`src/rtl/l2_ctrl_regs.sv`:
```
`default_nettype none
// ============================================================================
// Module  : l2_ctrl_regs
// Brief   : L2 controller state-register bank. It holds the generic flags, the
//           set/way flush walker, the free request-slot counter and the
//           forward-stall trackers.
// Revision: 1.0 - initial release
// ============================================================================
module l2_ctrl_regs #(
    parameter int SET_BITS = 8,
    parameter int WAY_BITS = 3,
    parameter int N_REQS   = 4,
    parameter int N_STALL  = 2,
    parameter int N_FLAGS  = 4,
    localparam int RB = (N_REQS > 1) ? $clog2(N_REQS) : 1,
    localparam int CB = $clog2(N_REQS + 1),
    localparam int SB = (N_STALL > 1) ? $clog2(N_STALL) : 1
) (
    input  logic                  clk,
    input  logic                  rst,
    input  logic [N_FLAGS-1:0]    flag_set,
    input  logic [N_FLAGS-1:0]    flag_clr,
    output logic [N_FLAGS-1:0]    flags,
    input  logic                  flush_start,
    input  logic                  flush_step,
    input  logic                  flush_abort,
    output logic                  ongoing_flush,
    output logic [SET_BITS-1:0]   flush_set,
    output logic [WAY_BITS-1:0]   flush_way,
    output logic                  flush_done,
    input  logic                  req_alloc,
    input  logic                  req_free,
    output logic [CB-1:0]         reqs_cnt,
    output logic                  reqs_empty_slots,
    output logic                  reqs_err,
    input  logic                  err_clr,
    input  logic                  stall_set,
    input  logic [SB-1:0]         stall_ch,
    input  logic [RB-1:0]         stall_idx,
    input  logic [N_STALL-1:0]    stall_clr,
    input  logic [N_STALL-1:0]    ended_clr,
    input  logic                  wr_en_put_reqs,
    input  logic [RB-1:0]         reqs_i,
    input  logic                  put_reqs_atomic,
    input  logic [RB-1:0]         reqs_atomic_i,
    output logic [N_STALL-1:0]    stall_valid,
    output logic [N_STALL*RB-1:0] stall_idx_q,
    output logic [N_STALL-1:0]    stall_ended
);

    localparam logic [SET_BITS-1:0] c_set_last = '1;
    localparam logic [WAY_BITS-1:0] c_way_last = '1;
    localparam logic [CB-1:0]       c_cnt_full = CB'(N_REQS);

    logic [N_FLAGS-1:0]  r_flags;
    logic                r_ongoing;
    logic [SET_BITS-1:0] r_set;
    logic [WAY_BITS-1:0] r_way;
    logic                r_done;
    logic [CB-1:0]       r_cnt;
    logic                r_err;

    logic w_alloc_only;
    logic w_free_only;
    logic w_underflow;
    logic w_overflow;

    // Clear wins over set on a per-bit basis.
    always_ff @(posedge clk or negedge rst) begin
        if (!rst) begin
            r_flags <= '0;
        end else begin
            r_flags <= (r_flags | flag_set) & ~flag_clr;
        end
    end

    always_ff @(posedge clk or negedge rst) begin
        if (!rst) begin
            r_ongoing <= 1'b0;
            r_set     <= '0;
            r_way     <= '0;
            r_done    <= 1'b0;
        end else begin
            r_done <= 1'b0;
            if (flush_abort) begin
                r_ongoing <= 1'b0;
                r_set     <= '0;
                r_way     <= '0;
            end else if (flush_start && !r_ongoing) begin
                r_ongoing <= 1'b1;
                r_set     <= '0;
                r_way     <= '0;
            end else if (flush_step && r_ongoing) begin
                if (r_way != c_way_last) begin
                    r_way <= r_way + 1'b1;
                end else begin
                    r_way <= '0;
                    if (r_set == c_set_last) begin
                        r_ongoing <= 1'b0;
                        r_set     <= '0;
                        r_done    <= 1'b1;
                    end else begin
                        r_set <= r_set + 1'b1;
                    end
                end
            end
        end
    end

    assign w_alloc_only = req_alloc && !req_free;
    assign w_free_only  = req_free && !req_alloc;
    assign w_underflow  = w_alloc_only && (r_cnt == '0);
    assign w_overflow   = w_free_only && (r_cnt == c_cnt_full);

    // An illegal request holds the count; a fresh error beats err_clr.
    always_ff @(posedge clk or negedge rst) begin
        if (!rst) begin
            r_cnt <= c_cnt_full;
            r_err <= 1'b0;
        end else begin
            if (w_alloc_only && !w_underflow) begin
                r_cnt <= r_cnt - 1'b1;
            end else if (w_free_only && !w_overflow) begin
                r_cnt <= r_cnt + 1'b1;
            end
            if (w_underflow || w_overflow) begin
                r_err <= 1'b1;
            end else if (err_clr) begin
                r_err <= 1'b0;
            end
        end
    end

    for (genvar k = 0; k < N_STALL; k++) begin : g_stall
        logic          r_valid;
        logic          r_ended;
        logic [RB-1:0] r_idx;
        logic          w_arm;
        logic          w_match;

        assign w_arm   = stall_set && (32'(stall_ch) == k);
        assign w_match = r_valid && wr_en_put_reqs &&
                         ((r_idx == reqs_i) ||
                          (put_reqs_atomic && (r_idx == reqs_atomic_i)));

        // Re-arming overrides any clear or completion seen in the same cycle.
        always_ff @(posedge clk or negedge rst) begin
            if (!rst) begin
                r_valid <= 1'b0;
                r_ended <= 1'b0;
                r_idx   <= '0;
            end else if (w_arm) begin
                r_valid <= 1'b1;
                r_ended <= 1'b0;
                r_idx   <= stall_idx;
            end else begin
                if (stall_clr[k]) begin
                    r_valid <= 1'b0;
                end
                if (ended_clr[k]) begin
                    r_ended <= 1'b0;
                end else if (w_match) begin
                    r_ended <= 1'b1;
                end
            end
        end

        assign stall_valid[k]          = r_valid;
        assign stall_ended[k]          = r_ended;
        assign stall_idx_q[k*RB +: RB] = r_idx;
    end

    assign flags            = r_flags;
    assign ongoing_flush    = r_ongoing;
    assign flush_set        = r_set;
    assign flush_way        = r_way;
    assign flush_done       = r_done;
    assign reqs_cnt         = r_cnt;
    assign reqs_empty_slots = (r_cnt == '0);
    assign reqs_err         = r_err;

endmodule
`default_nettype wire

```
`config.mk`:
```
export PLATFORM = sky130hd
export DESIGN_NAME = l2_ctrl_regs
export DESIGN_NICKNAME = d
export VERILOG_FILES = /design/src/rtl/l2_ctrl_regs.sv
export SDC_FILE = /design/constraint.sdc
export NUM_CORES = 1
export LEC_CHECK = 0
export ABC_CLOCK_PERIOD_IN_PS = 2080
export CORE_ASPECT_RATIO = 2
export CORE_MARGIN = 1.5
export CORE_UTILIZATION = 40
export CTS_CLUSTER_SIZE = 16
export DETAILED_ROUTE_END_ITERATION = 12
export DONT_BUFFER_PORTS = 1
export RECOVER_POWER = 100
export SETUP_SLACK_MARGIN = 0.2
export SLEW_MARGIN = 20
export SYNTH_ARGS = -nofsm -noshare
export SYNTH_HDL_FRONTEND = slang
export SYNTH_SLANG_ARGS = --single-unit
```
`constraint.sdc`:
```
create_clock -name clk -period 2.08 [get_ports clk]
set_clock_uncertainty 0.2 [all_clocks]
set_input_delay 0.624 -clock clk [delete_from_list [all_inputs] [get_ports clk]]
set_output_delay 0.624 -clock clk [all_outputs]
set_load 0.005 [all_outputs]
```
==> flow_metrics.tcl <==
set metrics [dict create \
    outcome "complete, no violations" \
    timing.hold.ws_ps 197 \
    synth.cells.most_frequent "dfrtp_1, nor2_1, inv_1, xnor2_1, o21ai_0" \
    aggregate_negative_setup_slack_ps 0 \
    critical_path.startpoint_type "flop" \
    fp.dieW_um 47.1 \
    detail_route.iter0.violations 16 \
    via_count 1248 \
    area_growth_syn_to_layout_pct 17.8 \
    final_core_util_pct 49.8 \
    placeableCoreArea_mm2 0.00368 \
    drc 0 \
    worstMarginPinSlew_ps 731 \
    synthesis.nets 190 \
    maximum_count_of_clock_buffers_along_a_single_path 2 \
    cp-startpoint "reqs_cnt[0]$_DFFE_PN0P_" \
    syn_inst_count 156 \
    p_leak_nw 0.803 \
    layout-drive-gt1-share_pct 22.4 \
    grt_util_all_layers_pct 17.9 \
    required_ps 1260 \
    port_buffer_count 0 \
    endpoint_kind "primary output" \
    antenna-diode-count 0 \
    yosys_register_bits 29 \
    grt_max_degree 30 \
    main_area_contributors_after_synthesis "dfrtp_1, nor2_1, xnor2_1" \
    die_h_um 91.3 \
    number_of_nets_in_the_final_layout 207 \
    relSlewSlack_pct 51.2 \
    grt_setup_unrepaired "yes" \
    drt_wl_total_um 3750 \
    number_of_sinks_on_the_clock_net 29 \
    final.min_clock_period_ps 2070 \
    crit-reg2reg-launch "reqs_cnt[2]$_DFFE_PN1P_" \
    clock_insertion_delay_worst_skew_ps 280 \
    global_route.overflow_total 0 \
    number_of_placement_rows 31 \
    dp_worst_setup_slack_ps -130 \
    die_area_mm2 0.00430 \
    start_util_pct 42.3 \
    yosysTopAreaCellShare_pct 45.0 \
    dpl.hpwl_um 2700 \
    grt_pass1_vias 1311 \
    min-delay-start "flag_clr[1]" \
    ctsHtreeMaxLevel 2 \
    drv.max_cap_violation_count 0 \
    wire_per_inst_um 16.8 \
    criticalPathCategory "flop to primary output" \
    postRouteAntennaNets 0 \
    grt_antenna_before_repair 0 \
    top_count_cell_post_synth "dfrtp_1" \
    total_power_mw 1.78 \
    routed_via_density 5.60 \
    synth_sequential_area_ratio_pct 46.7 \
    slew_limit_fails 0 \
    ys_async_sr_fraction_pct 100 \
    cts_root_buf "clkbuf_8" \
    cts_tree "done" \
    critical_path_arrival_ps 1250 \
    global_route_wire_length_before_repair_um 5560 \
    crit_fanout 2 \
    post-route-period-util_pct 99.7 \
    ios 60 \
    report.final.hold_viol_count 0 \
    post_synth_num_cell_types 41 \
    globalplace.congestion 0.783 \
    fillCellCount 358 \
    setup_viol 0 \
    power.density_mw_per_mm2 970 \
    ir_worst_vdd_v 0.000663 \
    synthDominantAreaCellType "dfrtp_1" \
    cts_buffers 5 \
    hold_path_class "primary input to flop" \
    cts.reportedPaths.clkPinSlew_ps 70 \
    final_critical_path_setup_slack_ps 6.00 \
    dr.pass1.iters 5 \
    max_clock_freq_mhz 482 \
    synth_edf_count 0 \
    synth_area_per_cell_um2 9.99 \
    postSynth.topFlopCell "dfrtp_1" \
    ys_warn_count 0 \
    netlist_area_mm2 0.00156 \
]
-- metal layers --
| layer | track usage, % | wire length (um) | vias up | share of wire (%) |
|---|---|---|---|---|
| li1 | - | - | 573 | - |
| met1 | 15.5 | 1160 | 617 | 31 |
| met2 | 32.3 | 2280 | 49 | 61 |
| met3 | 5.57 | 217 | 9 | 5.8 |
| met5 | 0 | 0 | - | 0 |
| met4 | 10.2 | 89 | 0 | 2.4 |
-- through the flow --
stage | cells | area, um2
2_1_floorplan | 156 | 1580
6_report | 223 | 1830
5_1_grt | 223 | 1830
4_1_cts | 217 | 1820
3_3_place_gp | 207 | 1640
3_5_place_dp | 207 | 1640
-- state kept, by name, summed over array words and instances (netlist names) --
name             count
flags                4
flush_done           1
flush_set            8
flush_way            3
g_stall.r_ended      2
g_stall.r_idx        4
g_stall.r_valid      2
ongoing_flush        1
reqs_cnt             3
reqs_err             1
-- critical path, cell delays in order (launching register included) --
cell     delay, ps
dfrtp_1        380
or2_1          260
nor2_2         120
buf_4          120
buf_6           80
-- cell usage in the layout (no fill, tap or decap), types with 4 or more instances in the layout --
cell type,count
mux2_2,5
dfrtp_1,28
clkbuf_8,5
o21ai_0,7
a21oi_1,4
xnor2_1,9
inv_1,11
nor2_1,23
buf_4,8
-- area by class of cell --
| cell class | instances | area, um2 | area share, % |
|---|---|---|---|
| multi-input combinational | 108 | 769 | 42.0 |
| timing repair buffer | 17 | 116 | 6.34 |
| clock buffer | 5 | 68.8 | 3.75 |
| clock inverter | 3 | 46.3 | 2.52 |
| inverter | 12 | 45.0 | 2.46 |
| sequential | 29 | 727 | 39.6 |
| tap | 49 | 61.3 | 3.34 |
-- path summary, 6_finish.rpt --
check | end | slack, ps | depth (start not counted)
max | reqs_empty_slots | 6 | 4
max in group asynchronous | ongoing_flush$_DFFE_PN0P_ | 450 | 2
max reg2reg | reqs_cnt[1]$_DFFE_PN0P_ | 30 | 6
min reg2reg | flags[3]$_DFF_PN0_ | 330 | 2
min in group asynchronous | flush_done$_DFF_PN0_ | 760 | 2
min | flags[1]$_DFF_PN0_ | 200 | 1
-- logic make-up after synthesis --
kind of cell,Yosys count,synth area share (%)
adder cells (fa/ha/maj),4,3.70
buffers and inverters,19,6.02
multiplexers,7,4.90
XOR/XNOR,12,6.75
flip-flops,29,46.7
AO/OA/AOI/OAI,30,14.2
AND/OR/NAND/NOR,55,17.8
-- where the power goes --
| group | leakage (nW) | switching [mW] | internal, mW |
|---|---|---|---|
| clock | 0.0543 | 0.228 | 0.358 |
| sequential | 0.375 | 0.0548 | 0.631 |
| combinational | 0.374 | 0.262 | 0.247 |
| total | 0.803 | 0.544 | 1.24 |
-- repair_timing --
action	in CTS	in global routing
endpoints found under the hold margin	29	0
gates resized for setup	10	7
setup buffers	0	6
pin swaps	9	11
setup endpoints to repair	8	8
hold buffers	2	0
Note: power is estimated with default switching activity, not from simulation.
